===== src/rtl/ring_osc_pkg.sv =====
// Shared types and defaults for the ring oscillator measurement sequencer.
package ring_osc_pkg;

  localparam int TAP_W_DEF = 3;
  localparam int CNT_W_DEF = 15;
  localparam int NUM_TAPS  = 2 ** TAP_W_DEF;

  typedef enum logic [2:0] {
    IDLE    = 3'd0,
    CLEAR   = 3'd1,
    GATE    = 3'd2,
    SETTLE  = 3'd3,
    CAPTURE = 3'd4,
    EMIT    = 3'd5
  } state_t;

  function automatic int max3(input int a, input int b, input int c);
    int m;
    m = (a > b) ? a : b;
    return (m > c) ? m : c;
  endfunction

endpackage


===== src/rtl/ring_osc_meas_timer.sv =====
// Loadable down-counter shared by the CLEAR, GATE and SETTLE phases.
// Loading N-1 keeps a phase alive for N cycles; expired_o marks the last one.
module meas_timer #(
  parameter int W = 4
) (
  input  logic         clk_i,
  input  logic         rst_i,
  input  logic         load_i,
  input  logic [W-1:0] value_i,
  output logic         expired_o
);

  logic [W-1:0] cnt_q;
  logic [W-1:0] cnt_d;

  always_comb begin
    cnt_d = cnt_q;
    if (load_i) begin
      cnt_d = value_i;
    end else if (cnt_q != '0) begin
      cnt_d = cnt_q - W'(1);
    end
  end

  always_ff @(posedge clk_i or posedge rst_i) begin
    if (rst_i) begin
      cnt_q <= '0;
    end else begin
      cnt_q <= cnt_d;
    end
  end

  assign expired_o = (cnt_q == '0);

endmodule


===== src/rtl/ring_osc_meas_ctrl.sv =====
// Measurement sequencer: clear counter, gate the selected ring tap for a fixed
// window, let the ripple counter settle, capture and emit the count.
module ring_osc_meas_ctrl
  import ring_osc_pkg::*;
#(
  parameter int GATE_CYCLES   = 1024,
  parameter int CLR_CYCLES    = 2,
  parameter int SETTLE_CYCLES = 4,
  parameter int TAP_W         = TAP_W_DEF,
  parameter int CNT_W         = CNT_W_DEF
) (
  input  logic             clk_i,
  input  logic             rst_i,
  input  logic             start_i,
  input  logic             sweep_i,
  input  logic [TAP_W-1:0] tap_sel_i,
  input  logic             abort_i,
  output logic             ring_en_o,
  output logic [TAP_W-1:0] ring_tap_o,
  output logic             cnt_clr_o,
  input  logic [CNT_W-1:0] cnt_val_i,
  output logic             res_valid_o,
  input  logic             res_ready_i,
  output logic [TAP_W-1:0] res_tap_o,
  output logic [CNT_W-1:0] res_count_o,
  output logic             res_sat_o,
  output logic             busy_o,
  output logic             done_o,
  output state_t           state_o
);

  localparam int TMR_MAX = max3(GATE_CYCLES, CLR_CYCLES, SETTLE_CYCLES);
  localparam int TMR_W   = $clog2(TMR_MAX + 1);

  localparam logic [TMR_W-1:0] CLR_LOAD    = TMR_W'(CLR_CYCLES - 1);
  localparam logic [TMR_W-1:0] GATE_LOAD   = TMR_W'(GATE_CYCLES - 1);
  localparam logic [TMR_W-1:0] SETTLE_LOAD = TMR_W'(SETTLE_CYCLES - 1);

  // Result port handshake: a result is transferred on a clk edge where
  // res_valid_o & res_ready_i; res_tap/res_count/res_sat stay stable while
  // res_valid_o is high and not yet accepted. res_ready_i is ignored otherwise.

  state_t             state_q,    state_d;
  logic               sweep_q,    sweep_d;
  logic [TAP_W-1:0]   tap_q,      tap_d;
  logic [TAP_W-1:0]   ring_tap_q, ring_tap_d;
  logic               ring_en_q;
  logic               cnt_clr_q;
  logic               res_valid_q;
  logic               busy_q;
  logic               done_q,     done_d;
  logic [TAP_W-1:0]   res_tap_q;
  logic [CNT_W-1:0]   res_count_q;
  logic               res_sat_q;

  logic               tmr_load;
  logic [TMR_W-1:0]   tmr_value;
  logic               tmr_expired;
  logic               capture;

  meas_timer #(
    .W (TMR_W)
  ) u_timer (
    .clk_i     (clk_i),
    .rst_i     (rst_i),
    .load_i    (tmr_load),
    .value_i   (tmr_value),
    .expired_o (tmr_expired)
  );

  always_comb begin
    state_d    = state_q;
    sweep_d    = sweep_q;
    tap_d      = tap_q;
    ring_tap_d = ring_tap_q;
    done_d     = 1'b0;
    tmr_load   = 1'b0;
    tmr_value  = '0;
    capture    = 1'b0;

    if (abort_i) begin
      state_d = IDLE;
    end else begin
      case (state_q)
        IDLE: begin
          if (start_i) begin
            sweep_d    = sweep_i;
            tap_d      = sweep_i ? '0 : tap_sel_i;
            ring_tap_d = tap_d;
            tmr_load   = 1'b1;
            tmr_value  = CLR_LOAD;
            state_d    = CLEAR;
          end
        end
        CLEAR: begin
          if (tmr_expired) begin
            tmr_load  = 1'b1;
            tmr_value = GATE_LOAD;
            state_d   = GATE;
          end
        end
        GATE: begin
          if (tmr_expired) begin
            tmr_load  = 1'b1;
            tmr_value = SETTLE_LOAD;
            state_d   = SETTLE;
          end
        end
        SETTLE: begin
          if (tmr_expired) begin
            state_d = CAPTURE;
          end
        end
        CAPTURE: begin
          capture = 1'b1;
          state_d = EMIT;
        end
        EMIT: begin
          if (res_ready_i) begin
            // The last tap ends the sweep, so the tap register never wraps.
            if (sweep_q && !(&tap_q)) begin
              tap_d      = tap_q + TAP_W'(1);
              ring_tap_d = tap_d;
              tmr_load   = 1'b1;
              tmr_value  = CLR_LOAD;
              state_d    = CLEAR;
            end else begin
              done_d  = 1'b1;
              state_d = IDLE;
            end
          end
        end
        default: begin
          state_d = IDLE;
        end
      endcase
    end
  end

  always_ff @(posedge clk_i or posedge rst_i) begin
    if (rst_i) begin
      state_q    <= IDLE;
      sweep_q    <= 1'b0;
      tap_q      <= '0;
      ring_tap_q <= '0;
    end else begin
      state_q    <= state_d;
      sweep_q    <= sweep_d;
      tap_q      <= tap_d;
      ring_tap_q <= ring_tap_d;
    end
  end

  // Control outputs are decoded from the next state so they are registered
  // yet line up with the state they belong to.
  always_ff @(posedge clk_i or posedge rst_i) begin
    if (rst_i) begin
      ring_en_q   <= 1'b0;
      cnt_clr_q   <= 1'b0;
      res_valid_q <= 1'b0;
      busy_q      <= 1'b0;
      done_q      <= 1'b0;
    end else begin
      ring_en_q   <= (state_d == GATE);
      cnt_clr_q   <= (state_d == CLEAR);
      res_valid_q <= (state_d == EMIT);
      busy_q      <= (state_d != IDLE);
      done_q      <= done_d;
    end
  end

  always_ff @(posedge clk_i or posedge rst_i) begin
    if (rst_i) begin
      res_tap_q   <= '0;
      res_count_q <= '0;
      res_sat_q   <= 1'b0;
    end else if (capture) begin
      res_tap_q   <= tap_q;
      res_count_q <= cnt_val_i;
      res_sat_q   <= &cnt_val_i;
    end
  end

  assign ring_en_o   = ring_en_q;
  assign ring_tap_o  = ring_tap_q;
  assign cnt_clr_o   = cnt_clr_q;
  assign res_valid_o = res_valid_q;
  assign res_tap_o   = res_tap_q;
  assign res_count_o = res_count_q;
  assign res_sat_o   = res_sat_q;
  assign busy_o      = busy_q;
  assign done_o      = done_q;
  assign state_o     = state_q;

endmodule


===== config.mk =====
export PLATFORM = sky130hd
export DESIGN_NAME = ring_osc_meas_ctrl
export DESIGN_NICKNAME = d
export VERILOG_FILES = /design/src/rtl/ring_osc_pkg.sv /design/src/rtl/ring_osc_meas_timer.sv /design/src/rtl/ring_osc_meas_ctrl.sv
export SDC_FILE = /design/constraint.sdc
export NUM_CORES = 1
export LEC_CHECK = 0
export ABC_AREA = 1
export CELL_PAD_IN_SITES_DETAIL_PLACEMENT = 0
export CELL_PAD_IN_SITES_GLOBAL_PLACEMENT = 1
export CORE_MARGIN = 4
export CORE_UTILIZATION = 38
export CTS_BUF_LIST = sky130_fd_sc_hd__clkbuf_16
export CTS_CLUSTER_SIZE = 8
export DETAILED_ROUTE_END_ITERATION = 10
export GPL_ROUTABILITY_DRIVEN = 0
export HOLD_SLACK_MARGIN = 0.1
export PLACE_DENSITY_LB_ADDON = 0.1
export REMOVE_ABC_BUFFERS = 1
export SETUP_SLACK_MARGIN = 0.15
export SYNTH_ARGS = -nofsm -noshare
export SYNTH_HDL_FRONTEND = slang
export SYNTH_SLANG_ARGS = --single-unit
export TNS_END_PERCENT = 100

===== constraint.sdc =====
create_clock -name clk_i -period 4.6 [get_ports clk_i]
set_input_delay 0.46 -clock clk_i [delete_from_list [all_inputs] [get_ports clk_i]]
set_output_delay 0.46 -clock clk_i [all_outputs]
set_load 0.01 [all_outputs]

Yosys cells after proc, flatten, opt, wreduce, memory -nomap -nowiden
Index checks and enable logic that the tools add are counted.
- bits in registers: 42
- latch bits: 0
- memory bits (writable): 0
- bits in read-only memories: 0
- input bits: 24
- output and inout bits: 30
- logic and storage cells: 73
- memories: 0
- add/sub/neg operators: 2
- $mul: 0
- div/mod/pow operators: 0
- order comparisons: 0
- equal/unequal tests: 11
- shift operators: 0
- mux-type cells: 34
- bitwise logic cells: 1
- reduce and logical (&&, ||, !) cells: 13
- operators by type and width (operator ; count):
    $pmux W10 S4 ; 1
    $mux W3 ; 10
    $mux W11 ; 2
    $mux W10 ; 2
    $pmux W3 S6 ; 1
    $mux W1 ; 15
    $reduce_and A15 Y1 ; 1
    $logic_not A11 Y1 ; 1
    $reduce_bool A11 Y1 ; 1
    $sub A11 B1 Y11 const B ; 1
    $eq A3 B2 Y1 const B ; 3
    $eq A3 B3 Y1 const B ; 3
    $eq A3 B1 Y1 const B ; 2
    $ne A2 B2 Y1 const B ; 3
    $pmux W3 S2 ; 1
    $reduce_and A3 Y1 ; 2
    $reduce_and A5 Y1 ; 1
    $reduce_bool A2 Y1 ; 2
    $add A3 B1 Y3 const B ; 1
    $logic_not A3 Y1 ; 1
    $pmux W1 S3 ; 1
    $reduce_bool A3 Y1 ; 1
    $mux W2 ; 1
    $reduce_or A2 Y1 ; 1
    3 further kinds ; 3

Depth between registers and ports, before layout
- depth after elaboration: 8
- gate-level depth with buffers: 12

Hierarchy
Synthesis repeated with hierarchy kept, for this count alone.
- cell total of the unflattened synthesis: 275
- area, all modules: 2170.8 µm²
- modules (own cells, without submodules) (module ; times used ; cells an instance ; area an instance (µm²)):
    ring_osc_meas_ctrl ; 1 ; 177 ; 1436.4
    meas_timer ; 1 ; 98 ; 734.5

Least setup slack after synthesis
Ideal clock, no wire load.
- path type: reg2reg
- from: register ring_tap_o[0] (netlist name)
- to: register u_timer.cnt_q[0]
- setup time: 0.064 ns
- arrival time: 1.483 ns
- required time: 4.536 ns
- setup slack: 3.053 ns
- cell stages (with the launch flop): 11
- buffers on the path: 0
- cell sequence: dfrtp_1 > ha_1 > ha_1 > inv_1 > nand2_1 > nor2_1 > a21oi_2 > nor2_4 > nor2_1 > nand2_1 > o21a_1
- RTL lines (what ; line ; text):
    end signal: assignment ; ring_osc_meas_timer.sv:29 ; cnt_q <= cnt_d;
    end: declaration ; ring_osc_meas_timer.sv:13 ; logic [W-1:0] cnt_q;

Final worst setup path
- from: input abort_i
- to: register res_sat_q, in the netlist res_sat_o
- word-level cells in the longest chain between the ends: 1
- RTL lines (what ; line ; text):
    start: declaration ; ring_osc_meas_ctrl.sv:17 ; input logic abort_i,
    $mux W1 ; ring_osc_meas_ctrl.sv:81 ; if (abort_i) begin
    end signal: assignment ; ring_osc_meas_ctrl.sv:180 ; res_sat_q <= &cnt_val_i;
    end: declaration ; ring_osc_meas_ctrl.sv:54 ; logic res_sat_q;
No other way between the ends.
A chain may end at the register's enable or synchronous reset.

==> impl_metrics.json <==
{
  "ys.warnings.count": 0,
  "initial_core_util": 0.402,
  "worst-path-buf-inv": 3,
  "fin_total_pwr_w": 0.00130,
  "drc": 0,
  "routed_wl_mm": 4.75,
  "grt_usage": 0.152,
  "worst_r2r_path_depth": 7,
  "crit_required_ns": 4.77,
  "nNetsFinal": 347,
  "rr_startpoint": "state_o[1]",
  "layout_commonest_cell": "nand2_1",
  "maxSlewHeadroom": 0.501,
  "cts_tree": "yes",
  "clockRootBuffer": "clkbuf_16",
  "clockBufferDepth": 2,
  "timing_hold_violations_final": 0,
  "path_class": "primary input to flip-flop",
  "cp_max_fo": 24,
  "post_cts_buffers": 0,
  "hpwl_mm": 3.52,
  "numPortBuffers": 53,
  "die_h_um": 82.4,
  "hp-class": "flip-flop to flip-flop",
  "skew_ns": 0.00361,
  "leakage_nw": 1.46,
  "syn_to_final_growth_pct": 37.1,
  "rsz0062_at_grt": "false",
  "reg2reg_slack_ns": 2.70,
  "cp.arrival_ns": 2.20,
  "vias_per_cell": 4.62,
  "period_needed_ns": 2.03,
  "ctsHoldBuffers": 0,
  "grt_pass1_vias": 1750,
  "status": "finished, final reports clean",
  "ys_seq_area_frac": 0.500,
  "r2r_end": "res_sat_o",
  "ctsResizeCount": 0,
  "cp_num_cells": 6,
  "crit_family": "buffers and inverters",
  "clkTransAtPathRegs_ns": 0.06,
  "coreArea_um2": 5240,
  "synth_seq_cells": 42,
  "ioPinCount": 54,
  "htreeDepth": 2,
  "grt_pass1_wl_mm": 7.84,
  "antenna_left": 0,
  "overflow": 0,
  "cp-end-kind": "flip-flop",
  "netlist_area_um2": 2100,
  "fp.dieW_um": 82.4,
  "vias": 1806,
  "cp-endpoint": "res_sat_o",
  "syn_inst": 262,
  "rows": 26,
  "maxSlewViolCount": 0,
  "dieArea_um2": 6790,
  "setup_viol": 0,
  "drive_gt1_frac": 0.106,
  "final_cell_mix": "91 x nand2_1, 53 x clkdlybuf4s50_1, 42 x dfrtp_1",
  "ir_worst_vdd_mv": 0.234,
  "antennaDiodeCount": 0,
  "clock_latency_ns": 0.28,
  "finalCritPeriodShare": 0.440,
  "critPathLaunch": "abort_i",
  "routedWlPerCell_um": 12.1,
  "slowest_delay_ns": 0.58,
  "power_density_nw_per_um2": 450,
  "cts_buffers": 5,
  "max_cap_viol_count": 0,
  "tightest_slew_ns": 0.747,
  "avgSynthCellArea_um2": 8.03,
  "drt_iter0_drc": 88,
  "firstDrtPassIters": 4,
  "cp_slowest_cell": "nand2_1",
  "fmax_ghz": 0.494,
  "yosysUniqueCellTypes": 27,
  "grt_start_max_net_pins": 43,
  "start_kind": "primary input",
  "antenna_found_initial": 0,
  "cts.sinks": 42,
  "setup-tns-final_ns": 0,
  "crit_chain": "clkdlybuf4s50_1 > inv_2 > nand2_1 > inv_2 > nand3_1 > nand2_1"
}
-- routing by layer --
metal	vias to the layer above	global-route usage	part of all wire
met1	830	0.188	0.46
met3	2	0.0477	0.062
met5	-	0	0
met4	0	0.0449	0.0063
met2	37	0.253	0.47
li1	937	-	-
-- cells by family (layout without fill, tap and decap cells) --
logic type	count (synthesis)	in the layout	share of synthesized area
compound gates	28	28	0.0755
xor+xnor	7	7	0.0291
simple gates	143	143	0.308
flops	42	42	0.500
fa+ha+maj	3	3	0.0178
buf+inv	39	98	0.0702
-- how the worst min path moves through the flow --
stage / cells past startpoint / from / slack (ns) / end
6_report: 2 / res_count_o[6] / 0.48 / res_count_o[6]
5_1_grt: 2 / u_timer.cnt_q[1] / 0.50 / u_timer.cnt_q[1]
4_1_cts: 2 / u_timer.cnt_q[1] / 0.48 / u_timer.cnt_q[1]
3_5_place_dp: 2 / u_timer.cnt_q[1] / 0.47 / u_timer.cnt_q[1]
3_3_place_gp: 2 / res_tap_o[2] / 0.46 / res_tap_o[2]
2_1_floorplan: 2 / u_timer.cnt_q[1] / 0.45 / u_timer.cnt_q[1]
-- final cells by class --
class / count / area [um2]
clock buffers: 5 / 125
clock inverters: 3 / 41.3
fillers: 534 / 2350
inverters: 36 / 135
multi-input cells: 181 / 905
flip-flops and latches: 42 / 1050
well taps: 70 / 87.6
repair buffers: 54 / 538
-- synth_stat cells, drive strengths merged --
master | number | area share
o21ai | 11 | 0.030
nor2 | 27 | 0.069
a21oi | 12 | 0.030
nand4 | 6 | 0.021
xor2 | 7 | 0.029
a31oi | 4 | 0.012
nor3 | 2 | 0.0048
nor4 | 1 | 0.0030
o21a | 1 | 0.0036
inv | 36 | 0.064
buf | 1 | 0.0024
clkbuf | 2 | 0.0036
nand2 | 93 | 0.17
nand3 | 14 | 0.042
dfrtp | 42 | 0.50
ha | 3 | 0.018
-- flip-flops by register name, summed over array words and instances, names as in the netlist --
register and flops:
ring_tap_o 3, busy_o 1, cnt_clr_o 1, res_tap_o 3
res_valid_o 1, u_timer.cnt_q 11, done_o 1, sweep_q 1
res_count_o 15, res_sat_o 1, ring_en_o 1, state_o 3
-- through the flow --
step                utilization  worst slack [ns]  hold slack [ns]  cells  area, um2
detailed placement        0.519              2.24            0.467    383       2720
finish                    0.550              2.57            0.479    391       2880
CTS                       0.550              2.52            0.483    391       2880
global route              0.550              2.38            0.496    391       2880
floorplan                     -              3.05            0.449    259       2090
global placement          0.519              2.28            0.463    383       2720
-- power by group --
group          internal [W]  switching (W)  total (W)
logic              0.000182       0.000238   0.000420
registers          0.000437      0.0000478   0.000485
clock network      0.000254       0.000139   0.000393
total              0.000873       0.000425    0.00130
-- tightest hold or removal path, stage by stage, from the launching register on --
cell     delay (ns)
dfrtp_1        0.34
nand2_1        0.06
nand2_1        0.05
Note: power is estimated with default switching activity, not from simulation.
